$ cat src/rtl/op_drain_pkg.sv
// Shared types and helpers for the output-URAM drain engine.
// Holds the FSM state encoding, default widths and the beat-count helper.
package op_drain_pkg;

    localparam int DEF_RESULT_WIDTH = 16;
    localparam int DEF_AXIS_WIDTH   = 2 * DEF_RESULT_WIDTH;

    typedef enum logic [1:0] {
        IDLE  = 2'd0,
        ISSUE = 2'd1,
        FLUSH = 2'd2,
        DONE  = 2'd3
    } drain_state_e;

    // Two result words per stream beat.
    function automatic int total_beats(input int num_banks, input int words_per_bank);
        return (num_banks * words_per_bank) / 2;
    endfunction

endpackage

$ cat src/rtl/op_drain_fifo.sv
// Result-word FIFO for the drain engine: single push, pair pop, live occupancy count.
// Push and pair-pop in the same cycle are both honoured; the caller guarantees no overflow/underflow.
module op_drain_fifo
    import op_drain_pkg::*;
#(
    parameter int DEPTH = 8,
    parameter int WIDTH = DEF_RESULT_WIDTH
) (
    input  logic                         clk,
    input  logic                         reset,
    input  logic                         push,
    input  logic [WIDTH-1:0]             push_data,
    input  logic                         pop_pair,
    output logic [WIDTH-1:0]             head0,
    output logic [WIDTH-1:0]             head1,
    output logic [$clog2(DEPTH+1)-1:0]   count
);

    localparam int PTR_W = (DEPTH > 1) ? $clog2(DEPTH) : 1;
    localparam int CNT_W = $clog2(DEPTH + 1);

    logic [WIDTH-1:0] mem [DEPTH];
    logic [PTR_W-1:0] wr_ptr;
    logic [PTR_W-1:0] rd_ptr;
    logic [PTR_W-1:0] rd_ptr_p1;

    // Modular pointer advance that also works for non-power-of-two depths.
    function automatic logic [PTR_W-1:0] wrap_add(input logic [PTR_W-1:0] p, input int step);
        int s;
        s = int'(p) + step;
        if (s >= DEPTH) s = s - DEPTH;
        return PTR_W'(s);
    endfunction

    assign rd_ptr_p1 = wrap_add(rd_ptr, 1);
    assign head0     = mem[rd_ptr];
    assign head1     = mem[rd_ptr_p1];

    always_ff @(posedge clk) begin
        if (push) mem[wr_ptr] <= push_data;
    end

    always_ff @(posedge clk or posedge reset) begin
        if (reset) begin
            wr_ptr <= '0;
            rd_ptr <= '0;
            count  <= '0;
        end else begin
            if (push)     wr_ptr <= wrap_add(wr_ptr, 1);
            if (pop_pair) rd_ptr <= wrap_add(rd_ptr, 2);
            count <= CNT_W'(int'(count) + (push ? 1 : 0) - (pop_pair ? 2 : 0));
        end
    end

endmodule

$ cat src/rtl/op_uram_drain.sv
// Bulk drain of the GEMM output URAM banks into a 32-bit AXI4-Stream toward a DMA.
// Reads are credit-limited against the result FIFO so back-pressure can never overflow it.
module op_uram_drain
    import op_drain_pkg::*;
#(
    parameter int NUM_BANKS       = 64,
    parameter int BANK_ADDR_WIDTH = 14,
    parameter int WORDS_PER_BANK  = 16384,
    parameter int RESULT_WIDTH    = DEF_RESULT_WIDTH,
    parameter int READ_LATENCY    = 2,
    parameter int FIFO_DEPTH      = 8
) (
    input  logic                         clk,
    input  logic                         reset,
    input  logic                         start,
    output logic                         busy,
    output logic                         done,
    output logic [NUM_BANKS-1:0]         op_uram_enb,
    output logic [BANK_ADDR_WIDTH-1:0]   op_uram_addrb,
    input  logic [RESULT_WIDTH-1:0]      op_uram_doutb,
    output logic [2*RESULT_WIDTH-1:0]    m_axis_tdata,
    output logic                         m_axis_tvalid,
    input  logic                         m_axis_tready,
    output logic                         m_axis_tlast,
    output logic [31:0]                  beats_sent,
    output drain_state_e                 dbg_state
);

    localparam int BANK_W      = (NUM_BANKS > 1) ? $clog2(NUM_BANKS) : 1;
    localparam int CNT_W       = $clog2(FIFO_DEPTH + 1);
    localparam int PIPE_N      = READ_LATENCY + 1;
    localparam int TOTAL_BEATS = total_beats(NUM_BANKS, WORDS_PER_BANK);

    if ((NUM_BANKS * WORDS_PER_BANK) % 2 != 0) begin : g_odd_words
        $error("op_uram_drain: NUM_BANKS*WORDS_PER_BANK must be even");
    end
    if (FIFO_DEPTH < READ_LATENCY + 2) begin : g_fifo_small
        $error("op_uram_drain: FIFO_DEPTH must be at least READ_LATENCY+2");
    end
    if (READ_LATENCY < 1) begin : g_lat_zero
        $error("op_uram_drain: READ_LATENCY must be at least 1");
    end
    if (WORDS_PER_BANK > (1 << BANK_ADDR_WIDTH)) begin : g_addr_narrow
        $error("op_uram_drain: BANK_ADDR_WIDTH too narrow for WORDS_PER_BANK");
    end

    drain_state_e             state;
    logic [BANK_W-1:0]        bank_idx;
    logic [BANK_ADDR_WIDTH-1:0] addr_idx;
    logic [PIPE_N-1:0]        rd_pipe;
    logic [CNT_W-1:0]         fifo_count;
    logic [RESULT_WIDTH-1:0]  fifo_head0;
    logic [RESULT_WIDTH-1:0]  fifo_head1;
    logic [31:0]              beat_idx;
    int                       inflight;
    logic                     credit_ok;
    logic                     issue;
    logic                     start_accept;
    logic                     capture;
    logic                     load;
    logic                     beat_hs;
    logic                     last_addr;
    logic                     last_bank;

    assign dbg_state = state;

    // rd_pipe[0] lines up with the registered enb/addrb cycle, so the word
    // for a read is on doutb while its bit sits in rd_pipe[READ_LATENCY].
    always_comb begin
        inflight = 0;
        for (int i = 0; i < PIPE_N; i++) inflight = inflight + int'(rd_pipe[i]);
    end

    assign credit_ok    = (inflight + int'(fifo_count) + 1) <= FIFO_DEPTH;
    assign issue        = (state == ISSUE) && credit_ok;
    assign start_accept = (state == IDLE) && start;
    assign capture      = rd_pipe[READ_LATENCY];
    assign last_addr    = (addr_idx == BANK_ADDR_WIDTH'(WORDS_PER_BANK - 1));
    assign last_bank    = (bank_idx == BANK_W'(NUM_BANKS - 1));

    // Stream handshake: a beat transfers on any rising edge with tvalid && tready;
    // tvalid/tdata/tlast are registered and never change while tvalid && !tready.
    assign beat_hs = m_axis_tvalid && m_axis_tready;
    assign load    = (fifo_count >= CNT_W'(2)) && (!m_axis_tvalid || m_axis_tready);

    always_ff @(posedge clk or posedge reset) begin
        if (reset) begin
            state         <= IDLE;
            bank_idx      <= '0;
            addr_idx      <= '0;
            busy          <= 1'b0;
            done          <= 1'b0;
            op_uram_enb   <= '0;
            op_uram_addrb <= '0;
        end else begin
            done        <= 1'b0;
            op_uram_enb <= '0;
            case (state)
                IDLE: begin
                    if (start) begin
                        bank_idx <= '0;
                        addr_idx <= '0;
                        busy     <= 1'b1;
                        state    <= ISSUE;
                    end
                end
                ISSUE: begin
                    if (credit_ok) begin
                        op_uram_enb   <= NUM_BANKS'(1) << bank_idx;
                        op_uram_addrb <= addr_idx;
                        if (last_addr) begin
                            addr_idx <= '0;
                            bank_idx <= bank_idx + BANK_W'(1);
                            if (last_bank) state <= FLUSH;
                        end else begin
                            addr_idx <= addr_idx + BANK_ADDR_WIDTH'(1);
                        end
                    end
                end
                FLUSH: begin
                    if (beat_hs && m_axis_tlast && (rd_pipe == '0) && (fifo_count == '0)) begin
                        state <= DONE;
                        done  <= 1'b1;
                        busy  <= 1'b0;
                    end
                end
                DONE: state <= IDLE;
                default: state <= IDLE;
            endcase
        end
    end

    always_ff @(posedge clk or posedge reset) begin
        if (reset) begin
            rd_pipe <= '0;
        end else begin
            rd_pipe <= {rd_pipe[PIPE_N-2:0], issue};
        end
    end

    op_drain_fifo #(
        .DEPTH (FIFO_DEPTH),
        .WIDTH (RESULT_WIDTH)
    ) u_fifo (
        .clk       (clk),
        .reset     (reset),
        .push      (capture),
        .push_data (op_uram_doutb),
        .pop_pair  (load),
        .head0     (fifo_head0),
        .head1     (fifo_head1),
        .count     (fifo_count)
    );

    // Earlier word lands in the low half of the beat.
    always_ff @(posedge clk or posedge reset) begin
        if (reset) begin
            m_axis_tdata  <= '0;
            m_axis_tvalid <= 1'b0;
            m_axis_tlast  <= 1'b0;
            beat_idx      <= '0;
            beats_sent    <= '0;
        end else begin
            if (start_accept)  beats_sent <= '0;
            else if (beat_hs)  beats_sent <= beats_sent + 32'd1;

            if (start_accept)  beat_idx <= '0;
            else if (load)     beat_idx <= beat_idx + 32'd1;

            if (load) begin
                m_axis_tdata  <= {fifo_head1, fifo_head0};
                m_axis_tlast  <= (beat_idx == 32'(TOTAL_BEATS - 1));
                m_axis_tvalid <= 1'b1;
            end else if (beat_hs) begin
                m_axis_tvalid <= 1'b0;
                m_axis_tlast  <= 1'b0;
            end
        end
    end

endmodule

$ cat config.mk
export PLATFORM = sky130hd
export DESIGN_NAME = op_uram_drain
export DESIGN_NICKNAME = d
export VERILOG_FILES = /design/src/rtl/op_drain_pkg.sv /design/src/rtl/op_drain_fifo.sv /design/src/rtl/op_uram_drain.sv
export SDC_FILE = /design/constraint.sdc
export NUM_CORES = 1
export LEC_CHECK = 0
export CAP_MARGIN = 20
export CORE_ASPECT_RATIO = 0.8
export CORE_UTILIZATION = 50
export CTS_CLUSTER_DIAMETER = 30
export DETAILED_ROUTE_END_ITERATION = 8
export PLACE_DENSITY = 0.77
export SETUP_SLACK_MARGIN = 0.02
export SLEW_MARGIN = 20
export SYNTH_ARGS = -nofsm -noshare
export SYNTH_HDL_FRONTEND = slang
export SYNTH_SLANG_ARGS = --single-unit
$ cat constraint.sdc
create_clock -name clk -period 21.4 [get_ports clk]
set_input_delay 4.28 -clock clk [delete_from_list [all_inputs] [get_ports clk]]
set_output_delay 4.28 -clock clk [all_outputs]
set_load 0.1 [all_outputs]
* Yosys cells after proc, flatten, opt, wreduce, memory -nomap -nowiden *
Memory sizes are Yosys's and may differ from the RTL's. A register that Yosys moved wholly into a read port is not among the register bits.
Cells that the tools add are included.

storage, ports and cells
  register bits = 181
  RAM bits = 128
  bits of input ports = 20
  output and inout port bits = 148
  logic and storage cells = 106
  memories kept = 1

operators by class
  $add $sub $neg = 16
  $lt $le $gt $ge = 5
  equal/unequal tests = 11
  shifts and indexed selects = 1
  mux-type cells = 35
  reductions and logical operators = 22

memory list
  name        depth  bits a word  read ports  clocked after memory_dff  write ports  line                 text
  u_fifo.mem  8      16           2           2                         1            op_drain_fifo.sv:22  logic [WIDTH-1:0] mem [DEPTH];

operators by type and width
  operator                                          number
  2-to-1 mux 32 bit                                 4
  2-to-1 mux 64 bit                                 2
  adder 32 x 1 -> 32 bit, second input constant     2
  << shifter 1 x 6 -> 64 bit, first input constant  1
  2-to-1 mux 14 bit                                 3
  == test 32 x 19 -> 1 bit, second input constant   1
  case mux 14 bit (2 select lines)                  1
  2-to-1 mux 6 bit                                  3
  adder 14 x 1 -> 14 bit, second input constant     1
  == test 14 bit, second input constant             1
  >= comparator 4 bit, second input constant        3
  2-to-1 mux 2 bit                                  6
  case mux 6 bit (2 select lines)                   1
  2-to-1 mux 1 bit                                  10
  inequality test 2 bit, second input constant      5
  nonzero test 2 bit                                5
  2-to-1 mux 3 bit                                  3
  subtractor 3 x 1 -> 3 bit, second input constant  3
  adder 3 x 1 -> 4 bit, second input constant       2
  case mux 2 bit (4 select lines)                   1
  logical AND 1 bit                                 7
  adder 5 x 1 -> 6 bit, second input constant       1
  adder 6 x 1 -> 6 bit, second input constant       1
  == test 6 bit, second input constant              1
  20 further kinds                                  22

* Logic depth before layout (Yosys ltp) *
  depth in word-level cells = 7
  depth in mapped cells = 15
  gate-level depth less buffers = 12

* By module *
Synthesis repeated with hierarchy kept, for this count alone.

unflattened totals
  cell total of the unflattened synthesis = 1013
  area, all modules = 13880.8 um^2

by module, submodules not included
  module         times used  cells each  area each (um^2)  seq. area each (um^2)
  op_uram_drain  1           800         8750.9            5079.9
  op_drain_fifo  1           213         5129.9            4068.9

* Worst setup path before layout *
Ideal clock, no wire load.

  kind = in2reg
  from = input port m_axis_tready
  to = register u_fifo.count[3]
  setup time = 0.123 ns
  arrival = 5.638 ns
  required time = 21.277 ns
  setup slack = 15.640 ns
  cell stages on the path = 9
  buffers on the path = 1
  cell sequence = nor2b_1 nor2_1 buf_1 inv_1 ha_1 ha_1 o21ai_0 nand2b_1 xnor2_1

on the way
  longest elaborated chain between the ends = 4

RTL lines
  what                    line                 text
  start: declaration      op_uram_drain.sv:23  input logic m_axis_tready,
  logical OR 1 bit        op_uram_drain.sv:84  assign load = (fifo_count >= CNT_W'(2)) && (!m_axis_tvalid || m_axis_tready);
  logical AND 1 bit       op_uram_drain.sv:84
  2-to-1 mux 2 bit        op_drain_fifo.sv:51  count <= CNT_W'(int'(count) + (push ? 1 : 0) - (pop_pair ? 2 : 0));
  subtractor 4 bit        op_drain_fifo.sv:51
  end signal: assignment  op_drain_fifo.sv:51
  end: declaration        op_drain_fifo.sv:16  output logic [$clog2(DEPTH+1)-1:0] count

Every way passes these cells.
A chain may end at the register's enable or synchronous reset.

* Worst setup path after layout *
  from = register m_axis_tvalid
  to = output port m_axis_tvalid

RTL lines
  what                      line                  text
  start: declaration        op_uram_drain.sv:22   output logic m_axis_tvalid,
  start signal: assignment  op_uram_drain.sv:159  m_axis_tvalid <= 1'b0;
  start signal: assignment  op_uram_drain.sv:173  m_axis_tvalid <= 1'b1;
  start signal: assignment  op_uram_drain.sv:175  m_axis_tvalid <= 1'b0;

No word-level cell between the ends.

==> PnR_summary.wiki <==
{| class="wikitable"
! Metric !! Value
|-
| Number of instances in the synthesized netlist || 1028
|-
| Post-CTS setup-driven buffer insertion count || 0
|-
| CP Capture Type || output pin
|-
| Grt ovf || 0
|-
| Worst Max-Slew Pin Slew || 1.06 ns
|-
| Setup violation total in the final timing report || 0
|-
| EDFF count, synth || 128
|-
| CTS Sinks || 340
|-
| DRC errors left || 0
|-
| Ratio of routed vias to standard cells || 5.47
|-
| Number of design-rule violations left by the first detailed-router iteration || 592
|-
| CTS Hold Bufs || 0
|-
| Final Wtd Congestion || 0.831
|-
| Max Cap Violations || 0
|-
| Count of buffer and inverter cells on the critical path || 1
|-
| Most frequent cell after synthesis || dfrtp_1
|-
| CTS tree || built
|-
| Resized Gates After CTS || 0
|-
| Synth cell types || 54
|-
| Post-synth top flop || dfrtp_1
|-
| Area taken by multi-input logic gates || 4370 sq um
|-
| Port Buffer Count || 167
|-
| Startpoint Class || flip-flop
|-
| Antenna violations before repair || 0
|-
| Die Span X || 187 um
|-
| Post-layout net count || 1267
|-
| Synth Net Count || 1071
|-
| Remaining antenna violation count || 0
|-
| Area growth from synthesis to layout || 28.9%
|-
| Max-slew headroom at the worst pin || 29.1%
|-
| Die Span Y || 150 um
|-
| Total via count after detailed routing || 8885
|-
| Area taken by flip-flops and latches || 9150 sq um
|-
| Number of placement rows || 53
|-
| Maximum number of pins on one net before global-route repair || 140
|-
| Cell family with most CP delay || buffers and inverters
|-
| Portion of synthesized cell area occupied by the leading cell type || 38.6%
|-
| Buffers from clock root to sink, at most || 3
|-
| Fillcell total || 1870
|-
| WL per Instance || 18.3 um
|-
| Category of the critical setup timing path || flip-flop to output pin
|-
| Arrival time at the worst endpoint || 2.22 ns
|-
| Maximum fanout count along the critical path || 7
|-
| Maximum ir drop on the vdd rail || 0.000163 V
|-
| Largest area contributor in the synthesized netlist || dfrtp_1
|-
| Worst hold slack || 0.375 ns
|-
| Wire length after detailed routing || 29.7 mm
|-
| H-Tree Depth || 2
|-
| HPWL after detailed placement || 18.2 mm
|-
| Detailed Routing Iterations Pass 1 || 5
|-
| Number of max-slew violations in the final report || 0
|-
| Number of antenna cells inserted || 0
|-
| Ordered list of cells on the worst path || clkdlybuf4s50_1
|-
| Total track usage || 21.4%
|-
| Fmax || 0.154 GHz
|-
| Cell types occupying the most area after synthesis || dfrtp_1 39%, edfxtp_1 28%, mux4_2 5.2%
|-
| Outcome || completed
|-
| Data required time at the worst endpoint || 17.12 ns
|-
| Total Power Consumption || 2720 uW
|-
| Longest individual stage delay on the worst path || 1.19 ns
|-
| Proportion of register bits with asynchronous set or reset after synthesis || 62.4%
|-
| Yosys Warn Count || 0
|-
| Total Die Area || 28200 sq um
|-
| Clock Latency Late Sink || 0.57 ns
|-
| Register clock-pin slew on the reported worst setup and hold paths || 0.05 ns
|-
| Synthesized flop and latch total || 340
|-
| TritonCTS Buffers || 53
|-
| Setup repair after global routing missed its margin || false
|-
| I/O pin total || 168
|-
| Fraction of the cycle the final worst path needs || 30.4%
|-
| Register area share after synthesis || 66.5%
|-
| Pwr Density || 154 nW/um^2
|-
| Root Driver || clkbuf_16
|-
| Leak || 0.00718 uW
|-
| Final clock skew || 0.0234 ns
|-
| Slowest-stage cell, CP || clkdlybuf4s50_1
|-
| Type of the most critical hold path || flip-flop to flip-flop
|-
| Initial standard-cell utilization of the core || 51.6%
|-
| Vias in the first global route || 8865
|-
| Most numerous cell types in the synthesized netlist || 212 x dfrtp_1, 132 x nor2_1, 128 x edfxtp_1, 94 x nand2_1, 39 x nand3_1
|-
| Setup tns final || 0 ns
|-
| Mean instance size in the synthesized netlist || 13.4 sq um
|-
| Synthesized cell area || 13800 sq um
|-
| Hold Vio Cnt, Final || 0
|-
| Global-route wire length before repair || 47.3 mm
|-
| Layout cells sized above 1 || 14.5%
|-
| Area of the core || 26700 sq um
|-
| Fin crit period || 6.50 ns
|}
-- area by class of cell --
type,count,share of cell area (%)
inverters,30,0.677
multi-input cells,620,24.6
well taps,357,2.52
flip-flops and latches,340,51.6
repair buffers,179,9.93
clock buffers,63,7.86
clock inverters,36,2.79
-- metal layers --
| layer | global-route usage [%] | wire [um] | up-vias |
|---|---|---|---|
| met4 | 6.54 | 559 | 0 |
| met3 | 4.03 | 1540 | 49 |
| met1 | 30.3 | 13500 | 4533 |
| met2 | 33.9 | 14200 | 231 |
| met5 | 0 | 0 | - |
| li1 | - | - | 4072 |
-- cell usage in the layout (no fill, tap or decap), types with 32 or more instances in the layout --
cell / synthesis / layout
clkbuf_16: 0 / 53
clkdlybuf4s50_1: 0 / 167
dfrtp_1: 212 / 210
edfxtp_1: 128 / 128
mux2_2: 34 / 34
mux4_2: 32 / 32
nand2_1: 94 / 94
nand3_1: 39 / 39
nor2_1: 132 / 131
xor2_1: 36 / 36
-- registers in the layout (all words and copies together) (netlist names) --
name           flops
u_fifo.mem       128
op_uram_enb       64
beat_idx          32
beats_sent        32
m_axis_tdata      32
addr_idx          14
op_uram_addrb     14
bank_idx           6
u_fifo.count       4
rd_pipe            3
u_fifo.wr_ptr      3
dbg_state          2
u_fifo.rd_ptr      2
busy               1
done               1
m_axis_tlast       1
m_axis_tvalid      1
-- cells by family (layout without fill, tap and decap cells) --
logic type	Yosys count	in the layout	synth area share (%)
and+or+nand+nor	396	396	13.9
DFF	340	340	66.5
AOI/OAI and AO/OA	72	72	3.38
muxes	70	70	8.32
buffers and inverters	68	308	1.92
xor gates and xnor gates	59	59	3.76
adders and majority gates	23	23	2.20
-- power breakdown --
part	total, uW	switching (uW)	internal, uW
logic	926	646	280
clock network	895	306	588
registers	902	102	800
total	2720	1050	1670
-- final timing paths --
check,startpoint,end,slack (ns),cells after the start
max,m_axis_tvalid,m_axis_tvalid,14.90,1
min,rd_pipe[1],rd_pipe[2],0.37,0
max reg2reg,rd_pipe[2],op_uram_enb[61],17.66,13
min reg2reg,rd_pipe[1],rd_pipe[2],0.37,0
max in group asynchronous,reset,u_fifo.rd_ptr[1],15.41,3
min in group asynchronous,reset,op_uram_enb[22],4.32,2
-- metrics by stage --
| stage | instance area [sq um] | std cells | setup slack, ns | utilization (%) |
|---|---|---|---|---|
| floorplan | 13800 | 1028 | 11.33 | - |
| global placement | 15800 | 1526 | 14.76 | 59.4 |
| detailed placement | 15800 | 1526 | 14.70 | 59.4 |
| CTS | 17700 | 1625 | 14.88 | 66.5 |
| global route | 17700 | 1625 | 14.81 | 66.5 |
| finish | 17700 | 1625 | 14.90 | 66.5 |
No activity file was read; power rests on OpenSTA's default activity.
